$ cat config.mk
export PLATFORM = sky130hd
export DESIGN_NAME = spi_master
export DESIGN_NICKNAME = d
export VERILOG_FILES = /design/src/rtl/spi_master.sv
export SDC_FILE = /design/constraint.sdc
export NUM_CORES = 1
export LEC_CHECK = 0
export ABC_AREA = 1
export BUFFER_PORTS_ARGS = -buffer_cell sky130_fd_sc_hd__buf_2
export CAP_MARGIN = 25
export CORE_ASPECT_RATIO = 1.25
export CORE_MARGIN = 2
export CORE_UTILIZATION = 35
export CTS_BUF_LIST = sky130_fd_sc_hd__clkbuf_4 sky130_fd_sc_hd__clkbuf_8 sky130_fd_sc_hd__clkbuf_16
export DETAILED_ROUTE_END_ITERATION = 10
export SYNTH_ARGS = -nofsm -noshare
export SYNTH_HDL_FRONTEND = slang
export SYNTH_SLANG_ARGS = --single-unit
$ cat constraint.sdc
create_clock -name clk -period 2 [get_ports clk]
set_input_delay 0.1 -clock clk [delete_from_list [all_inputs] [get_ports clk]]
set_output_delay 0.1 -clock clk [all_outputs]
set_load 0.05 [all_outputs]
$ cat src/rtl/spi_master.sv
// spi_master: 16-bit full-duplex SPI master, mode 3, MSB first.
// Free-running SCLK divider, one-cycle write strobe, sticky done flag.
module spi_master #(
  parameter int SCLK_DIV = 32,
  parameter int DATA_W   = 16
) (
  input  logic              clk,
  input  logic              rst,
  input  logic              wrt,
  input  logic [DATA_W-1:0] cmd,
  output logic              done,
  output logic [DATA_W-1:0] rd_data,
  output logic              SS_n,
  output logic              SCLK,
  output logic              MOSI,
  input  logic              MISO
);

  localparam int DIVW = $clog2(SCLK_DIV);
  localparam int CNTW = $clog2(DATA_W);

  localparam logic [DIVW-1:0] DIV_LOAD =
    DIVW'(3 * SCLK_DIV / 4 - 1);
  localparam logic [DIVW-1:0] DIV_SMPL =
    DIVW'(SCLK_DIV / 2 - 1);
  localparam logic [DIVW-1:0] DIV_SHFT =
    DIVW'(SCLK_DIV - 1);
  localparam logic [CNTW-1:0] CNT_LAST =
    CNTW'(DATA_W - 1);

  typedef enum logic {
    IDLE,
    ACTIVE
  } state_e;

  state_e            state_q;
  logic [DATA_W-1:0] shft_q;
  logic [DIVW-1:0]   div_q;
  logic [DIVW-1:0]   div_d;
  logic [CNTW-1:0]   cnt_q;
  logic              porch_q;
  logic              miso_q;
  logic              done_q;
  logic              ss_n_q;
  logic              sclk_q;

  assign div_d = div_q + DIVW'(1);

  always_ff @(posedge clk) begin
    if (rst) begin
      state_q <= IDLE;
      shft_q  <= '0;
      div_q   <= '0;
      cnt_q   <= '0;
      porch_q <= 1'b0;
      miso_q  <= 1'b0;
      done_q  <= 1'b0;
      ss_n_q  <= 1'b1;
      sclk_q  <= 1'b1;
    end else begin
      unique case (state_q)
        IDLE: begin
          if (wrt) begin
            state_q <= ACTIVE;
            shft_q  <= cmd;
            div_q   <= DIV_LOAD;
            cnt_q   <= '0;
            porch_q <= 1'b0;
            done_q  <= 1'b0;
            ss_n_q  <= 1'b0;
            sclk_q  <= 1'b1;
          end
        end
        ACTIVE: begin
          div_q  <= div_d;
          sclk_q <= div_d[DIVW-1];
          if (div_q == DIV_SMPL) begin
            miso_q <= MISO;
          end
          if (div_q == DIV_SHFT) begin
            // first wrap only closes the front porch
            if (!porch_q) begin
              porch_q <= 1'b1;
            end else begin
              shft_q <= {shft_q[DATA_W-2:0], miso_q};
              cnt_q  <= cnt_q + CNTW'(1);
              if (cnt_q == CNT_LAST) begin
                state_q <= IDLE;
                ss_n_q  <= 1'b1;
                done_q  <= 1'b1;
                sclk_q  <= 1'b1;
              end
            end
          end
        end
        default: state_q <= IDLE;
      endcase
    end
  end

  assign done    = done_q;
  assign rd_data = shft_q;
  assign SS_n    = ss_n_q;
  assign SCLK    = sclk_q;
  assign MOSI    = shft_q[DATA_W-1];

endmodule

Word level (Yosys, flattened, before mapping)
Index checks and enable logic that the tools add are counted.
{"block": "word_totals", "register_bits": 31, "wordCells": 50, "output_inout_bits": 20, "input_bits": 20}
{"block": "classes", "n_reduce_logical": 4, "bitwise": 1, "n_addsub": 2, "n_eq_ne": 7, "mux": 27}
{"operator": "16-bit two-way mux", "n": 3}
{"operator": "16-bit one-hot mux with 2 select lines", "n": 1}
{"operator": "1-bit two-way mux", "n": 13}
{"operator": "4-bit two-way mux", "n": 3}
{"operator": "5-bit one-hot mux with 2 select lines", "n": 1}
{"operator": "1-bit one-hot mux with 2 select lines", "n": 4}
{"operator": "4-bit one-hot mux with 2 select lines", "n": 1}
{"operator": "2-bit by 1-bit inequality test with 1-bit output, second input constant", "n": 3}
{"operator": "5-bit by 1-bit adder with 5-bit output, second input constant", "n": 1}
{"operator": "5-bit by 4-bit equality test with 1-bit output, second input constant", "n": 1}
{"operator": "5-bit equality test, second input constant", "n": 1}
{"operator": "5-bit two-way mux", "n": 1}
{"operator": "4-bit by 1-bit adder with 4-bit output, second input constant", "n": 1}
{"operator": "4-bit equality test, second input constant", "n": 1}
{"operator": "2-bit AND reduction", "n": 2}
{"operator": "4-bit AND reduction", "n": 1}
{"operator": "3-bit AND reduction", "n": 1}
{"operator": "2-bit inequality test, second input constant", "n": 1}
{"operator": "1-bit inverter", "n": 1}

Depth between registers and ports, before layout
{"block": "logic_depth", "word_depth": 5, "ltp_mapped": 10}

Worst setup path after synthesis
OpenSTA, ideal clock, no wires.
{"block": "synth_path", "path_type": "register to register", "startpoint": "reg div_q[0]", "endpoint": "reg shft_q[10] (netlist: rd_data[10])", "period_less_slack_ns": 1.590, "setup_slack_ns": 0.410, "required_ns": 1.884, "stages_incl_launch_ff": 11, "n_path_buf": 2, "arrival_time_ns": 1.473, "setup_time_ns": 0.116, "cell_sequence": "dfxtp_1 > ha_1 > and3_1 > ha_1 > nand3_1 > nand2_2 > buf_6 > inv_6 > buf_8 > nor2_1 > nor2_1"}
{"block": "synth_via", "elab_chain_cells": 3}
{"element": "start: declaration", "line": "38", "source": "logic [DIVW-1:0] div_q;"}
{"element": "start signal: assignment", "line": "75", "source": "div_q <= div_d;"}
{"element": "5-bit equality test", "line": "80", "source": "if (div_q == DIV_SHFT) begin"}
{"element": "2-bit by 1-bit inequality test with 1-bit output (no source line)"}
{"element": "3-bit AND reduction (no source line)"}
{"element": "end signal: assignment", "line": "65", "source": "shft_q <= cmd;"}
{"element": "end signal: assignment", "line": "85", "source": "shft_q <= {shft_q[DATA_W-2:0], miso_q};"}
{"element": "end: declaration", "line": "37", "source": "logic [DATA_W-1:0] shft_q;"}
Every way passes these cells.
A chain may end at the register's enable or synchronous reset.

Final worst setup path
{"block": "layout_path", "startpoint": "reg div_q[0]", "endpoint": "reg cnt_q[1]"}
{"block": "layout_via", "elab_chain_cells": 3}
{"element": "5-bit equality test", "line": "80"}
{"element": "2-bit by 1-bit inequality test with 1-bit output (no source line)"}
{"element": "3-bit AND reduction (no source line)"}
{"element": "end signal: assignment", "line": "86", "source": "cnt_q <= cnt_q + CNTW'(1);"}
{"element": "end: declaration", "line": "40", "source": "logic [CNTW-1:0] cnt_q;"}
Every way passes these cells.

==> results.cfg <==
[power]
fin_total_pwr_mw = 1.53
p_comb_share_pct = 19.3
power.sequential.fraction_pct = 44.8
netSwitchingFraction_pct = 30.3
power.share.clock_pct = 36.0
power.internal_mw = 1.06
power.static_leakage_nw = 0.911
p_sw_mw = 0.462
max-vdd-ir-drop_mv = 0.358
power_density_nw_per_um2 = 861

[worst_setup_path]
ws_path_type = register to register
worst_setup_path_end_kind = register
crit_arrival_ps = 1950
reg2reg_slack_ps = 260
critPathLaunchType = register
cp_data_required_time_ps = 2210
rr_worst_depth = 8
r2r-end = cnt_q[1]
worst_reg2reg_startpoint = div_q[0]
critPathMaxFanout = 20
critical_path.startpoint = div_q[0]
worstSetupEndpoint = cnt_q[1]

[die]
dieWidth_um = 61.5
rows = 26
core_region_area_um2 = 4030
die_area_um2 = 4670
initial_core_utilization_pct = 35.9
io_pins = 40
chip_height_um = 75.9

[grt]
grt_pass1_wl_mm = 5.29
first_global_vias = 1222
grt_overflow = 0
grt_start_max_net_pins = 23
grt_use_total_pct = 14.9
antenna_found_initial = 0

[finish]
antenna_cells_inserted = 0
syn2layout_area_growth_pct = 22.4
final_cell_count_no_fill = 308
mostFrequentLayoutCells = 72 x sky130_fd_sc_hd__nand2_1, 44 x sky130_fd_sc_hd__nor2_1, 39 x sky130_fd_sc_hd__buf_2
final_net_count = 275
most_frequent_standard_cell_in_the_layout_excluding_fill_and_tap_cells = sky130_fd_sc_hd__nand2_1
post_route_cells_drive_above_1_share_pct = 21.8
fin_util_pct = 44.0
multi_input_area_um2 = 712
layout.filler_cells = 446
reg_area_um2 = 621
fin_area_um2 = 1770

[place]
globalplace.congestion = 0.750
dpl_wire_length_mm = 2.27
place_ws_ps = 176
numPlacedInstances = 300
io_buffer_count = 39
placedInstanceArea_um2 = 1660

[sta]
worst-slew-pin-transition_ps = 290
finalHoldViolations = 0
finalWorstSetupSlack_ps = 264
final.min_clock_period_ps = 1740
setup-tns-final_ps = 0
period_share_pct = 86.8
timing.slew.headroom_pct = 80.6
rsz0062_at_grt = no
finalClockSkew_ps = 6.01
maxSlewViolCount = 0
whs_ps = 71.1
final-setup-viol-count = 0
max_clock_freq_mhz = 576

[min_path]
worstHoldPathType = primary input to register

[cts]
cts-hold-fix-buffers = 0
cts.path.max_buffers = 2
h-tree-depth = 2
worstSkewPairLatency_ps = 280
cts.sinks = 31
clock_tree.root_cell = sky130_fd_sc_hd__clkbuf_8
clkSlewWorstSetupHoldPaths_ps = 60
inserted_clock_buffers = 5
clock_tree_from_tritoncts = built

[drt]
total_routed_length_mm = 3.19
routed_wire_length_per_instance_um = 10.4
drc = 0
routed_via_density = 4.51
via_count = 1390
number_of_detailed_routing_iterations_run_before_antenna_repair = 5
postRouteAntennaNets = 0
first_iter_violations = 41

[synthesis]
synth_area_per_cell_um2 = 6.83
ys.warnings.count = 0
yosysUniqueCellTypes = 25
synthesis.area_um2 = 1450
synth_seq_area_share_pct = 42.8
flip_flop_and_latch_count_after_synthesis = 31
synth.net_count = 236
post_synth_inst_count = 212

[flow_run]
cap_viol_max_count = 0

[outcome]
run_status = finished clean
==> worst min path at each step <==
stage                     start       end  slack [ps]  cells past startpoint
after CTS                   rst  cnt_q[1]          60                      2
after global placement      rst  cnt_q[1]         360                      2
final                       rst    miso_q          70                      2
after global routing        rst    miso_q          80                      2
after detailed placement    rst  cnt_q[1]         360                      2
after floorplan             rst  cnt_q[1]         170                      1
==> Yosys cell counts <==
| cell | count | area [um2] |
|---|---|---|
| sky130_fd_sc_hd__a211oi_1 | 1 | 7.51 |
| sky130_fd_sc_hd__buf_2 | 3 | 15.0 |
| sky130_fd_sc_hd__nand4_1 | 2 | 12.5 |
| sky130_fd_sc_hd__nand3_1 | 5 | 25.0 |
| sky130_fd_sc_hd__buf_6 | 2 | 22.5 |
| sky130_fd_sc_hd__clkbuf_2 | 1 | 5.00 |
| sky130_fd_sc_hd__o21ai_0 | 17 | 85.1 |
| sky130_fd_sc_hd__a21oi_1 | 8 | 40.0 |
| sky130_fd_sc_hd__nand2_2 | 1 | 6.26 |
| sky130_fd_sc_hd__buf_8 | 1 | 15.0 |
| sky130_fd_sc_hd__buf_4 | 1 | 7.51 |
| sky130_fd_sc_hd__inv_1 | 9 | 33.8 |
| sky130_fd_sc_hd__or2_2 | 1 | 6.26 |
| sky130_fd_sc_hd__o21bai_1 | 1 | 7.51 |
| sky130_fd_sc_hd__inv_6 | 1 | 8.76 |
| sky130_fd_sc_hd__nor2_1 | 44 | 165 |
| sky130_fd_sc_hd__dfxtp_1 | 31 | 621 |
| sky130_fd_sc_hd__inv_4 | 1 | 6.26 |
| sky130_fd_sc_hd__nand2_1 | 72 | 270 |
| sky130_fd_sc_hd__nor3_1 | 1 | 5.00 |
| sky130_fd_sc_hd__xor2_1 | 1 | 8.76 |
| sky130_fd_sc_hd__nand2_4 | 1 | 11.3 |
| sky130_fd_sc_hd__clkbuf_1 | 2 | 7.51 |
| sky130_fd_sc_hd__and3_1 | 1 | 6.26 |
| sky130_fd_sc_hd__ha_1 | 4 | 50.1 |
==> power by group through the flow <==
stage,logic [mW],registers (mW),clock network (mW)
floorplan,0.130,0.793,0
global placement,0.293,0.697,0
detailed placement,0.296,0.697,0
CTS,0.296,0.684,0.571
global route,0.325,0.688,0.601
finish,0.294,0.683,0.549
==> logic make-up after synthesis <==
| kind of cell | after synthesis | synth area share, % |
|---|---|---|
| buf+inv | 21 | 8.38 |
| simple gates | 128 | 35.1 |
| compound gates | 27 | 9.67 |
| flops | 31 | 42.8 |
| xor+xnor | 1 | 0.605 |
| fa+ha+maj | 4 | 3.45 |
==> timing repair <==
| action | CTS | global route |
|---|---|---|
| setup endpoints to repair | 0 | 6 |
| endpoints found under the hold margin | 0 | 0 |
| setup buffers | 0 | 0 |
| resized for setup | 0 | 1 |
==> state kept, by name, summed over array words and instances (netlist names) <==
name,count
SCLK,1
SS_n,1
cnt_q,4
div_q,5
done,1
miso_q,1
porch_q,1
rd_data,16
state_q,1
==> critical path, stage by stage, from the launching register on <==
cell,delay [ps]
sky130_fd_sc_hd__dfxtp_1,330
sky130_fd_sc_hd__ha_1,210
sky130_fd_sc_hd__and3_1,200
sky130_fd_sc_hd__ha_1,230
sky130_fd_sc_hd__nand3_1,170
sky130_fd_sc_hd__nand2_4,170
sky130_fd_sc_hd__inv_6,170
sky130_fd_sc_hd__nand2_1,80
sky130_fd_sc_hd__a21oi_1,110
==> layout make-up <==
cell class                      count  share of cell area, %
Clock buffer                        8                   5.86
Inverter                           11                   2.75
Multi-Input combinational cell    160                   40.2
Sequential cell                    31                   35.0
Tap cell                           56                   3.95
Timing Repair Buffer               42                   12.3
==> layer usage <==
layer,vias up,routed length (um),track usage [%]
li1,740,-,-
met5,-,0,0
met1,612,1500,18.4
met2,33,1500,23.6
met4,0,74,7.66
met3,5,114,3.07
Note: power is estimated with default switching activity, not from simulation.
